===== src/rtl/lift_pkg.sv =====
// -----------------------------------------------------------------------------
// lift_pkg
// Shared definitions for the lift controller: hall-call request codes, the
// button-index-to-code mapping, button index constants and the direction
// encoding used by the lift FSM.
// No ports (package).
// -----------------------------------------------------------------------------
package lift_pkg;

    // Request codes presented to the lift FSM
    localparam logic [2:0] _NONE = 3'b000;
    localparam logic [2:0] _1U   = 3'b001;
    localparam logic [2:0] _2U   = 3'b010;
    localparam logic [2:0] _3U   = 3'b011;
    localparam logic [2:0] _4D   = 3'b100;
    localparam logic [2:0] _2D   = 3'b110;
    localparam logic [2:0] _3D   = 3'b111;

    // Hall-call button indices into btn / pending
    localparam int BTN_1U = 0;
    localparam int BTN_2U = 1;
    localparam int BTN_3U = 2;
    localparam int BTN_2D = 3;
    localparam int BTN_3D = 4;
    localparam int BTN_4D = 5;
    localparam int NUM_BTN = 6;

    // Direction outputs of the lift FSM
    typedef enum logic [1:0] {
        UP   = 2'b00,
        DOWN = 2'b01,
        STAY = 2'b10
    } dir_e;

    // Button index -> request code
    function automatic logic [2:0] code_of(input logic [2:0] idx);
        logic [2:0] code;
        case (idx)
            3'd0:    code = _1U;
            3'd1:    code = _2U;
            3'd2:    code = _3U;
            3'd3:    code = _2D;
            3'd4:    code = _3D;
            3'd5:    code = _4D;
            default: code = _NONE;
        endcase
        return code;
    endfunction

endpackage


===== src/rtl/lift_request_queue_if.sv =====
// -----------------------------------------------------------------------------
// lift_request_queue_if
// Request handshake between the hall-call queue and the lift FSM.
//   btn     : one-cycle button press pulses (6)
//   done    : FSM idle and consuming din this cycle
//   din     : head request code, NONE when empty (3)
//   q_empty : queue holds no entries
//   pending : per-button lamp (6)
// master = queue side, slave = FSM / button side.
// -----------------------------------------------------------------------------
interface lift_request_queue_if;
    logic [5:0] btn;
    logic       done;
    logic [2:0] din;
    logic       q_empty;
    logic [5:0] pending;

    modport master (
        input  btn,
        input  done,
        output din,
        output q_empty,
        output pending
    );

    modport slave (
        output btn,
        output done,
        input  din,
        input  q_empty,
        input  pending
    );
endinterface


===== src/rtl/lift_req_fifo.sv =====
// -----------------------------------------------------------------------------
// lift_req_fifo
// Generic synchronous FIFO of 3-bit request codes.
//   clk, rst_n : clock, synchronous active-low reset
//   push_i     : write data_i at the tail
//   pop_i      : drop the head (ignored when empty)
//   data_i     : code to push (3)
//   head_o     : head entry, 000 when empty (3)
//   empty_o    : no entries held
//   count_o    : number of entries (PTR_W+1)
// DEPTH must be >= 6 and 2**PTR_W >= DEPTH.
// -----------------------------------------------------------------------------
module lift_req_fifo #(
    parameter int DEPTH = 6,
    parameter int PTR_W = 3
) (
    input  logic             clk,
    input  logic             rst_n,
    input  logic             push_i,
    input  logic             pop_i,
    input  logic [2:0]       data_i,
    output logic [2:0]       head_o,
    output logic             empty_o,
    output logic [PTR_W:0]   count_o
);

    localparam logic [PTR_W-1:0] LAST_PTR = PTR_W'(DEPTH - 1);
    localparam logic [PTR_W:0]   FULL_CNT = (PTR_W + 1)'(DEPTH);

    logic [2:0]       mem_q [DEPTH];
    logic [PTR_W-1:0] rd_ptr_q, rd_ptr_d;
    logic [PTR_W-1:0] wr_ptr_q, wr_ptr_d;
    logic [PTR_W:0]   count_q, count_d;
    logic             pop_eff;

    assign pop_eff = pop_i && (count_q != '0);

    always_comb begin
        rd_ptr_d = rd_ptr_q;
        wr_ptr_d = wr_ptr_q;
        count_d  = count_q;
        if (pop_eff) begin
            rd_ptr_d = (rd_ptr_q == LAST_PTR) ? '0 : rd_ptr_q + 1'b1;
        end
        if (push_i) begin
            wr_ptr_d = (wr_ptr_q == LAST_PTR) ? '0 : wr_ptr_q + 1'b1;
        end
        case ({push_i, pop_eff})
            2'b10:   count_d = count_q + 1'b1;
            2'b01:   count_d = count_q - 1'b1;
            default: count_d = count_q;
        endcase
    end

    always_ff @(posedge clk) begin
        if (!rst_n) begin
            rd_ptr_q <= '0;
            wr_ptr_q <= '0;
            count_q  <= '0;
        end else begin
            rd_ptr_q <= rd_ptr_d;
            wr_ptr_q <= wr_ptr_d;
            count_q  <= count_d;
        end
    end

    // Storage is not reset: stale entries are never visible because the
    // head is masked whenever the FIFO is empty.
    always_ff @(posedge clk) begin
        if (push_i) begin
            mem_q[wr_ptr_q] <= data_i;
        end
    end

    assign head_o  = (count_q != '0) ? mem_q[rd_ptr_q] : 3'b000;
    assign empty_o = (count_q == '0);
    assign count_o = count_q;

    // Dedup upstream bounds occupancy; a push while full means that broke.
    a_no_push_when_full: assert property (@(posedge clk) disable iff (!rst_n)
        push_i |-> (count_q != FULL_CNT));

endmodule


===== src/rtl/lift_request_queue.sv =====
// -----------------------------------------------------------------------------
// lift_request_queue
// Collects hall-call presses, suppresses duplicates of requests already
// latched or queued, and serialises them in arrival order to the lift FSM.
//   clk, rst_n : clock, synchronous active-low reset
//   bus        : lift_request_queue_if.master (btn, done in; din, q_empty,
//                pending out)
// -----------------------------------------------------------------------------
module lift_request_queue
    import lift_pkg::*;
#(
    parameter int DEPTH = 6,
    parameter int PTR_W = 3
) (
    input  logic                  clk,
    input  logic                  rst_n,
    lift_request_queue_if.master  bus
);

    localparam logic [PTR_W:0] FULL_CNT = (PTR_W + 1)'(DEPTH);

    logic [5:0]     req_lat_q, req_lat_d;   // pressed, not yet pushed
    logic [5:0]     inq_q, inq_d;           // code resident in the FIFO
    logic [5:0]     pop_mask;               // one-hot of the code being popped
    logic [5:0]     inq_after_pop;
    logic [5:0]     accept;
    logic [5:0]     push_mask;              // lowest latched request
    logic [2:0]     push_code;
    logic           push;
    logic           pop;
    logic [2:0]     fifo_head;
    logic           fifo_empty;
    logic [PTR_W:0] fifo_count;

    assign pop  = bus.done && !fifo_empty;
    assign push = |req_lat_q;

    // Codes are distinct per button, so at most one bit of pop_mask is set.
    for (genvar gi = 0; gi < NUM_BTN; gi++) begin : g_pop_mask
        assign pop_mask[gi] = pop && (fifo_head == code_of(3'(gi)));
    end

    // A press on the code being popped this cycle is accepted, so the
    // duplicate check uses the post-pop residency.
    assign inq_after_pop = inq_q & ~pop_mask;
    assign accept        = bus.btn & ~req_lat_q & ~inq_after_pop;

    // Isolate the lowest set bit: fixed priority, lower index first.
    assign push_mask = req_lat_q & (~req_lat_q + 6'd1);

    always_comb begin
        push_code = _NONE;
        for (int i = NUM_BTN - 1; i >= 0; i--) begin
            if (req_lat_q[i]) begin
                push_code = code_of(3'(i));
            end
        end
    end

    // A pushed bit was latched (so not in the FIFO) and an accepted bit was
    // not latched, so these updates never collide on the same button.
    assign req_lat_d = (req_lat_q & ~push_mask) | accept;
    assign inq_d     = inq_after_pop | push_mask;

    always_ff @(posedge clk) begin
        if (!rst_n) begin
            req_lat_q <= '0;
            inq_q     <= '0;
        end else begin
            req_lat_q <= req_lat_d;
            inq_q     <= inq_d;
        end
    end

    lift_req_fifo #(
        .DEPTH (DEPTH),
        .PTR_W (PTR_W)
    ) u_fifo (
        .clk     (clk),
        .rst_n   (rst_n),
        .push_i  (push),
        .pop_i   (pop),
        .data_i  (push_code),
        .head_o  (fifo_head),
        .empty_o (fifo_empty),
        .count_o (fifo_count)
    );

    assign bus.din     = fifo_head;
    assign bus.q_empty = fifo_empty;
    assign bus.pending = req_lat_q | inq_q;

    a_lat_inq_disjoint: assert property (@(posedge clk) disable iff (!rst_n)
        (req_lat_q & inq_q) == 6'b0);

    a_count_bounded: assert property (@(posedge clk) disable iff (!rst_n)
        fifo_count <= FULL_CNT);

endmodule


===== src/flat_wrapper.sv =====
// flat-port wrapper written by rule: the top's interface ports become plain ports
module lift_request_queue_flat import lift_pkg::*;
#(
    parameter int DEPTH = 6,
    parameter int PTR_W = 3
)
  (clk, rst_n, bus_btn, bus_done, bus_din, bus_q_empty, bus_pending);
  lift_request_queue_if bus_i ();
  input  logic clk;
  input  logic rst_n;
  input wire logic [$bits(bus_i.btn)-1:0] bus_btn;
  input wire logic [$bits(bus_i.done)-1:0] bus_done;
  output wire logic [$bits(bus_i.din)-1:0] bus_din;
  output wire logic [$bits(bus_i.q_empty)-1:0] bus_q_empty;
  output wire logic [$bits(bus_i.pending)-1:0] bus_pending;
  assign bus_i.btn = bus_btn;
  assign bus_i.done = bus_done;
  assign bus_din = bus_i.din;
  assign bus_q_empty = bus_i.q_empty;
  assign bus_pending = bus_i.pending;
  lift_request_queue #(.DEPTH(DEPTH), .PTR_W(PTR_W)) u_core (.clk(clk), .rst_n(rst_n), .bus(bus_i));
endmodule

===== config.mk =====
export PLATFORM = sky130hd
export DESIGN_NAME = lift_request_queue_flat
export DESIGN_NICKNAME = d
export VERILOG_FILES = /design/src/rtl/lift_pkg.sv /design/src/rtl/lift_request_queue_if.sv /design/src/rtl/lift_req_fifo.sv /design/src/rtl/lift_request_queue.sv /design/src/flat_wrapper.sv
export SDC_FILE = /design/constraint.sdc
export NUM_CORES = 1
export LEC_CHECK = 0
export ABC_AREA = 1
export CORE_UTILIZATION = 25
export DETAILED_ROUTE_END_ITERATION = 7
export PLACE_DENSITY = 0.53
export SYNTH_ARGS = -nofsm -noshare
export SYNTH_HDL_FRONTEND = slang
export SYNTH_SLANG_ARGS = --single-unit
export TNS_END_PERCENT = 10

===== constraint.sdc =====
create_clock -name clk -period 4.3 [get_ports clk]
set_clock_uncertainty 0.1 [all_clocks]
set_input_delay 0.86 -clock clk [delete_from_list [all_inputs] [get_ports clk]]
set_output_delay 0.86 -clock clk [all_outputs]
set_load 0.03 [all_outputs]

==> impl.org, run 1 <==
** Run
- Across the run, the number of max-cap violations was 0.

** Timing
- For the pin with the worst max-slew slack, the measured transition is between 0.6 and 0.7 ns.
- Worst hold margin :: 0.383 ns
- Time the final worst path needs with I/O delays and setup :: 3.01 ns
- Fmax :: 0.332 GHz
- Final hold vios :: 0
- Worst slew margin :: 54.5%
- In the final timing run, aggregate negative setup slack is 0 ns.
- Setup repair after global routing left no endpoint under its margin.
- Period utilisation layout :: roughly 70%
- Final Max Slew Viols :: 0
- Number of setup violations in the final report :: 0

** Setup path
- The worst setup path is of the reg2out kind.
- Among cell families on the critical path, the largest total delay comes from buffers and inverters.
- For the worst setup path, the data required time is around 3.3 ns.
- Max stage delay on crit path :: 0.68 ns
- Worst Path Buf+Inv :: 1
- Maximum fanout encountered on the critical timing path :: 12
- In this run the register-to-register setup slack is between 1.5 and 2 ns.
- The worst register-to-register path begins at u_core.req_lat_q[0].
- Depth of the worst register-to-register path :: 12
- The worst setup path is captured at a primary output.
- At the worst endpoint, the arrival time is about 2.1 ns.
- Cells along the critical path :: nand2_1 > nand3_1 > nand3_2 > a21oi_1 > clkdlybuf4s50_1
- The worst setup path is launched from a flip-flop.
- The worst register-to-register path ends at u_core.u_fifo.count_o[2].
- The slowest stage of the critical path belongs to the cell sky130_fd_sc_hd__clkdlybuf4s50_1.

** Cells and area
- Final standard cell utilization of the core :: between 30% and 40%
- Summing all non-filler instances in the final layout gives an area of between 2000 and 2500 µm².
- After the last flow step, the layout net total stands at roughly 270.
- 0 antenna diodes ended up in the layout.
- In the final layout, flip-flops and latches occupy between 1000 and 1500 µm².
- Share of layout cells above drive strength 1 :: roughly 17%
- The area growth from synthesis to layout is 18.8%.
- The multi-input combinational cells in the finished layout cover a total of 796 µm².
- Counting the fill cells in the layout gives 806.

** Clock network
- Clock latency on the worst-skew pair, taken at its later pin, is 0.29 ns.
- Number of buffers added by the clock tree synthesis step :: 5
- The root buffer cell chosen for the clock tree is sky130_fd_sc_hd__clkbuf_8.
- Number of post-CTS setup repair buffers :: 0
- Clock-pin slew was measured on the worst setup and hold paths at about 0.08 ns.
- Clock sinks :: 43
- TritonCTS clock tree :: done
- Hold-fix buffers, CTS :: 0
- In this run the deepest clock path goes through 2 buffers.
- The number of gates resized after CTS was 0.
- H-tree Lvls :: 2

** Yosys
- Synthesis produced roughly 230 cells.
- The cell area that synthesis handed to floorplanning was approximately 2000 µm².
- In this run, synthesis produced a sequential element count of 43.
- The number of different library cells used by synthesis comes to 27.
- Mean cell area of the mapped netlist :: between 8 and 9 µm²
- For this run, the number of Yosys warnings is 0.
- The share of the Yosys chip area taken by registers is 51.9%.
- Number of nets in the synthesized netlist :: 246

** Worst hold path
- Counting instances, the worst hold path has a depth of 2.
- Min-Delay Path Class :: reg2reg
- Launch point of the worst hold path :: u_core.inq_q[1]
- The worst hold path terminates at u_core.inq_q[1].

** Detailed routing
- Dividing the detail-routed wire length by the instance count gives between 10 and 15 µm.
- The final layout contains routed wiring with a total length of ~3.8 mm.
- Count of unresolved DRC violations after routing :: 0
- Before antenna repair, the detailed router went through 4 iterations.
- Total number of vias :: approximately 1500
- First-iteration detailed-routing DRC count :: between 60 and 70
- Routed via count divided by cell count :: between 4 and 5
- Once detail routing completed, the nets flagged for antenna violations numbered 0.

** Global routing
- Summed over all layers, the global routing overflow is 0.
- Global-route track usage on met3 :: approximately 2.3%
- The number of global-route vias before repair came to between 1000 and 1500.
- Pin count of the biggest net entering global routing :: 16
- Global-route wire length before repair :: ~6.4 mm
- For this run, global-route usage on met1 was measured as 13.9%.
- Routing usage on met2 :: ~15%
- GR Util All Layers :: under 10%
- The number of antenna violations at the first check in global routing came to 0.
- met2 is the most crowded layer.

** Floorplanning
- Measured along the y axis, the die boundary spans 91.6 µm.
- DIE WIDTH :: about 92 µm
- Std-Cell Core Area :: 7730 µm²
- Boundary pin count :: 19
- Initial Util :: between 20% and 30%
- In this run the core area contains 32 standard-cell rows.
- Area enclosed by the die boundary :: roughly 8400 µm²

** Status
- Result of the run :: finished, final reports clean

** Placed design
- Dpl cell area :: between 2000 and 2500 µm²
- Detail Placement HPWL :: ~3.0 mm
- Number of input and output port buffers inserted :: 18
- Weighted congestion at the end of routability-driven global placement :: slightly below 0.8

** Pwr
- For this design the static power due to leakage is 0.000995 µW.
- Power Dens Cells :: ~550 nW/µm²
- Worst VDD drop :: 0.244 mV
-- placed cells by master, fill, tap and decap left out, types with 2 or more instances in the layout --
master | netlist | layout
sky130_fd_sc_hd__nand3_1 | 13 | 13
sky130_fd_sc_hd__dfxtp_1 | 25 | 25
sky130_fd_sc_hd__inv_1 | 34 | 34
sky130_fd_sc_hd__ha_1 | 3 | 3
sky130_fd_sc_hd__xor2_1 | 2 | 2
sky130_fd_sc_hd__nor2_2 | 4 | 4
sky130_fd_sc_hd__o21ai_1 | 3 | 3
sky130_fd_sc_hd__inv_2 | 7 | 7
sky130_fd_sc_hd__nor2_1 | 16 | 16
sky130_fd_sc_hd__a21oi_2 | 5 | 5
sky130_fd_sc_hd__nand2_1 | 48 | 48
sky130_fd_sc_hd__nand3_2 | 6 | 6
sky130_fd_sc_hd__clkdlybuf4s50_1 | 0 | 18
sky130_fd_sc_hd__edfxtp_1 | 18 | 18
sky130_fd_sc_hd__a21oi_1 | 16 | 16
sky130_fd_sc_hd__o21ai_0 | 9 | 9
sky130_fd_sc_hd__or2_2 | 6 | 6
sky130_fd_sc_hd__nand2_2 | 6 | 6
sky130_fd_sc_hd__clkbuf_8 | 0 | 5
sky130_fd_sc_hd__nand4_1 | 4 | 4
-- tightest hold or removal path, delay by kind of cell (launching register included) --
kind	cells	cell delay, ns
flip-flops	1	0.31
AO/OA/AOI/OAI	1	0.06
AND/OR/NAND/NOR	1	0.07
-- worst max path at each step --
stage | to | start | cells after the start
finish | bus_din[2] | flip-flop | 5
global route | bus_din[0] | flip-flop | 7
CTS | bus_din[1] | flip-flop | 8
detailed placement | u_core.u_fifo.count_o[2] | bus_done | 10
global placement | u_core.u_fifo.count_o[2] | bus_done | 10
floorplan | u_core.u_fifo.count_o[2] | bus_done | 9
-- registers in the layout (all words and copies together) (netlist names), named ones only --
signal                  cells
u_core.u_fifo.mem_q        18
u_core.u_fifo.wr_ptr_q      3
u_core.u_fifo.count_o       4
u_core.inq_q                6
u_core.req_lat_q            6
u_core.u_fifo.rd_ptr_q      3
-- metrics by stage --
| step | total power (µW) | setup WS (ns) | std cells |
|---|---|---|---|
| after floorplan | 924 | 2.05 | 234 |
| after global placement | 1070 | 1.39 | 352 |
| after detailed placement | 1070 | 1.41 | 352 |
| after CTS | 1320 | 1.27 | 360 |
| after global routing | 1400 | 1.11 | 360 |
| final | 1310 | 1.29 | 360 |
-- synthesized netlist by cell type --
cell | instances | area, µm²
sky130_fd_sc_hd__o211ai_1 | 1 | 7.51
sky130_fd_sc_hd__o21ai_1 | 3 | 15.0
sky130_fd_sc_hd__o21ai_2 | 1 | 8.76
sky130_fd_sc_hd__nand4_1 | 4 | 25.0
sky130_fd_sc_hd__nand2_1 | 48 | 180
sky130_fd_sc_hd__buf_6 | 1 | 11.3
sky130_fd_sc_hd__a31oi_1 | 1 | 6.26
sky130_fd_sc_hd__nand3_2 | 6 | 60.1
sky130_fd_sc_hd__inv_1 | 34 | 128
sky130_fd_sc_hd__inv_2 | 7 | 26.3
sky130_fd_sc_hd__nand2_2 | 6 | 37.5
sky130_fd_sc_hd__o21ai_0 | 9 | 45.0
sky130_fd_sc_hd__a21oi_2 | 5 | 43.8
sky130_fd_sc_hd__nand3_1 | 13 | 65.1
sky130_fd_sc_hd__xor2_1 | 2 | 17.5
sky130_fd_sc_hd__a21oi_4 | 1 | 16.3
sky130_fd_sc_hd__nand4_2 | 1 | 12.5
sky130_fd_sc_hd__nor2_1 | 16 | 60.1
sky130_fd_sc_hd__dfxtp_1 | 25 | 500
sky130_fd_sc_hd__a21oi_1 | 16 | 80.1
sky130_fd_sc_hd__xnor2_1 | 1 | 8.76
sky130_fd_sc_hd__o22ai_1 | 1 | 6.26
sky130_fd_sc_hd__clkbuf_1 | 1 | 3.75
sky130_fd_sc_hd__ha_1 | 3 | 37.5
sky130_fd_sc_hd__or2_2 | 6 | 37.5
sky130_fd_sc_hd__edfxtp_1 | 18 | 541
sky130_fd_sc_hd__nor2_2 | 4 | 25.0
-- where the power goes --
part / internal, µW / switching, µW
Clock: 114 / 136
Sequential: 497 / 48.5
Combinational: 186 / 328
-- metal layers --
metal	routed length (µm)	part of all wire (%)	up-vias
li1	-	-	800
met1	2080	55	662
met2	1570	41	18
met3	100	2.6	7
met4	51	1.3	0
met5	0	0	-
-- cell families (layout without fill, tap and decap cells) --
kind of cell | count (synthesis) | in the layout | share of synthesized area [%]
AO/OA/AOI/OAI | 38 | 38 | 11.4
AND/OR/NAND/NOR | 104 | 104 | 25.1
buffers and inverters | 43 | 67 | 8.42
adder cells (fa/ha/maj) | 3 | 3 | 1.87
XOR/XNOR | 3 | 3 | 1.31
flip-flops | 43 | 43 | 51.9
-- cell type report --
| cell class | count | share of cell area [%] |
|---|---|---|
| clock buffers | 6 | 3.04 |
| multi-input cells | 148 | 33.4 |
| inverters | 41 | 6.46 |
| well taps | 102 | 5.35 |
| flip-flops and latches | 43 | 43.7 |
| clock inverters | 2 | 0.525 |
| repair buffers | 18 | 7.56 |
Note: power is estimated with default switching activity, not from simulation.
==> run 2: changes to the inputs <==
- clock period: 4.3 -> 3.2 ns (I/O delays scaled with it)
==> impl.org, run 2 (same netlist as run 1, synthesis figures left out) <==
** Floorplanning
- Number of standard-cell rows in the floorplan :: 32 (unchanged)
- DIE WIDTH :: 91.6 µm (unchanged)
- Std-Cell Core Area :: 7730 µm² (unchanged)
- The die outline area is 8390 µm² (unchanged).
- The vertical die dimension is 91.6 µm (unchanged).
- The number of top-level pins is 19 (unchanged).
- Initial Util :: 26.0% (unchanged)

** Status
- Result of the run :: finished, final reports clean (unchanged)

** Clock network
- The clock slew at the register clock pins of the worst setup and hold paths came to 0.08 ns (about the same).
- TritonCTS clock tree :: done (unchanged)
- The number of gates resized after CTS was 0 (unchanged).
- The number of post-CTS setup repair buffers came to 0 (unchanged).
- CTS max path bufs :: 2 (unchanged)
- Number of buffers added by the clock tree synthesis step :: 5 (unchanged)
- The number of H-tree levels came to 2 (unchanged).
- Hold-fix buffers, CTS :: 0 (unchanged)
- The clock latency on the worst-skew pair was 0.29 ns (about the same).
- The total number of clock tree sinks came to 43 (unchanged).
- The buffer type at the clock tree root was sky130_fd_sc_hd__clkbuf_8 (unchanged).

** Setup path
- Critical R2R Capture :: u_core.u_fifo.count_o[2] (unchanged)
- Depth of the worst register-to-register path :: 12 (unchanged)
- Required time at the endpoint of the critical path :: 2.46 ns (was 3.34 ns)
- The slowest cell on the critical path is sky130_fd_sc_hd__clkdlybuf4s50_1 (unchanged).
- The nature of the critical path startpoint was a flip-flop (unchanged).
- Worst Path Buf+Inv :: 1 (unchanged)
- Crit. End Element :: primary output (unchanged)
- Launching point of the worst reg2reg path :: u_core.req_lat_q[0] (unchanged)
- Flop-to-flop setup slack :: 0.84 ns (was 1.96 ns)
- The largest delay contributor family on the critical path is buffers and inverters (unchanged).
- Max stage delay on crit path :: 0.68 ns (about the same)
- Cells along the critical path :: nand2_1 > nand3_1 > nand3_2 > a21oi_1 > clkdlybuf4s50_1 (unchanged)
- Path type of the worst setup path :: reg2out (unchanged)
- The highest net fanout along the worst path came to 12 (unchanged).
- Data arrival time of the worst path :: 2.06 ns (was 2.05 ns)

** Timing
- The slew at the pin closest to its max-slew limit was 0.682 ns (was 0.675 ns).
- Fmax :: 0.357 GHz
- The slack of the critical path is 0.402 ns (was 1.29 ns).
- The number of hold violations in the final report came to 0 (unchanged).
- Period utilisation layout :: 87.4%
- Number of setup violations in the final report :: 0 (unchanged)
- Time the final worst path needs with I/O delays and setup :: approximately 2.8 ns
- The relative slew slack was 54.1% (was 54.5%).
- RSZ-0062 raised after global routing: no (unchanged).
- The max-slew violation count was 0 (unchanged).
- The worst hold margin is 0.383 ns (about the same).
- The total negative slack for setup checks came to 0 ns (unchanged).

** Placed design
- The total placed cells including tap cells came to 352 (unchanged).
- Weighted congestion at the end of routability-driven global placement :: 0.768 (about the same)
- Pre-CTS setup slack :: 0.537 ns (was 1.41 ns)
- The total half-perimeter wirelength after legalization and detailed placement was 3.03 mm (about the same).
- The number of port buffers is 18 (unchanged).

** Pwr
- Fraction of power consumed by combinational cells :: 39.4% (was 39.2%)
- The internal power summed over all cells was 1070 µW (was 796 µW).
- The share of total power in sequential cells is 41.7% (about the same).
- Worst VDD drop :: 0.346 mV (was 0.244 mV)
- Leakage dissipation :: 0.000995 µW (unchanged)
- Switching part of the total :: 39.2% (about the same)
- The cell area power density was 738 nW/µm² (was 549 nW/µm²).
- Clock power frac :: 18.9% (was 19.1%)
- The total net switching power is 689 µW (was 512 µW).

** Run
- Max-cap check violation count :: 0 (unchanged)

** Cells and area
- Register bank with the most flops :: u_core.u_fifo.mem_q (unchanged)
- The post-route non-filler standard cell count was 360 (unchanged).
- Highest-count cells in the layout ignoring fill and taps :: sky130_fd_sc_hd__nand2_1 (48), sky130_fd_sc_hd__inv_1 (34), sky130_fd_sc_hd__dfxtp_1 (25) (unchanged)
- The flip-flop count of the largest register after layout was 18 (unchanged).
- The most frequent standard cell in the layout excluding fill and tap cells was sky130_fd_sc_hd__nand2_1 (unchanged).
- Number of nets at the end of the flow :: 269 (unchanged)
- The layout cell share with drive strength beyond 1 was 17.1% (unchanged).
- Area growth, synth to finish :: 18.8% (unchanged)
- The utilization of the core after routing is 30.8% (unchanged).
- Largest registers: u_core.u_fifo.mem_q (18), u_core.inq_q (6), u_core.req_lat_q (6) (unchanged).
- The antenna diode instance count came to 0 (unchanged).

** Global routing
- Global-route wire length before repair :: 6.56 mm (was 6.42 mm)
- The number of global-route vias before repair came to 1467 (was 1415).
- Leftover overflow at the end of global routing :: 0 (unchanged)
- GR Util All Layers :: 10.0% (was 9.86%)
- Initial antenna violation count :: 0 (unchanged)
- The maximum number of pins on one net before global-route repair is 16 (unchanged).

** Worst hold path
- Worst hold path depth :: 2 (unchanged)
- The launch instance of the worst min-delay path was u_core.inq_q[1] (unchanged).
- The capture endpoint of the worst hold path is u_core.inq_q[1] (unchanged).
- Min-Delay Path Class :: reg2reg (unchanged)

** Detailed routing
- The count of unresolved DRC violations after routing was 0 (unchanged).
- The count of TritonRoute iterations in the first routing pass came to 4 (unchanged).
- The total via count in the routed design is 1488 (was 1487).
- DRT antenna net count :: 0 (unchanged)
- The final routed wire length divided by cell count came to 10.7 µm (was 10.6 µm).
- The ratio of routed vias to standard cells came to 4.13 (about the same).
- The DRC marker count from the first detailed-route iteration was 83 (was 67).
- The total wire length is 3.85 mm (was 3.80 mm).
## run 2: worst max-delay path by stage
stage	end	slack, ns	cells past startpoint
after floorplan	u_core.u_fifo.count_o[2]	1.17	9
after global routing	bus_din[1]	0.20	8
after detailed placement	u_core.u_fifo.count_o[2]	0.54	10
final	bus_din[2]	0.40	5
after CTS	bus_din[0]	0.37	8
after global placement	u_core.u_fifo.count_o[2]	0.51	10
## run 2: worst reg2reg max path, delay by kind of cell (launching register included)
| family | cells | cell delay, ns |
|---|---|---|
| and+or+nand+nor | 3 | 0.46 |
| adders and majority gates | 2 | 0.44 |
| xor gates and xnor gates | 2 | 0.39 |
| DFF | 1 | 0.38 |
| buffers and inverters | 3 | 0.31 |
| AOI/OAI and AO/OA | 2 | 0.19 |
## run 2: per-stage QoR
| stage | power (µW) | area (µm²) |
|---|---|---|
| 2_1_floorplan | 1240 | 2010 |
| 3_3_place_gp | 1440 | 2300 |
| 3_5_place_dp | 1440 | 2300 |
| 4_1_cts | 1780 | 2380 |
| 5_1_grt | 1890 | 2380 |
| 6_report | 1760 | 2380 |
## run 2: per-layer routing
| metal | vias to the layer above | share of wire (%) | global-route usage (%) |
|---|---|---|---|
| met5 | - | 0 | 0 |
| met4 | 0 | 1.3 | 3.57 |
| met3 | 7 | 2.4 | 2.01 |
| met2 | 20 | 41 | 14.8 |
| met1 | 661 | 55 | 14.3 |
| li1 | 800 | - | - |
## run 2: power groups by stage
stage	sequential [µW]	clock [µW]	combinational, µW
after floorplan	721	0	520
after global placement	746	0	694
after detailed placement	746	0	698
after CTS	734	347	700
after global routing	746	368	780
final	733	332	694
## run 2: cell type report
cell class / count / area, µm²
tap: 102 / 128
clock inverter: 2 / 12.5
clock buffer: 6 / 72.6
fill: 819 / 5340
multi-input combinational: 148 / 796
timing repair buffer: 18 / 180
inverter: 41 / 154
sequential: 43 / 1040
==> run 3: changes to the inputs <==
- ABC_CLOCK_PERIOD_IN_PS: unset -> 3200
==> results of run 3 <==
Final layout, timing and power as in run 2 (identical DEF).
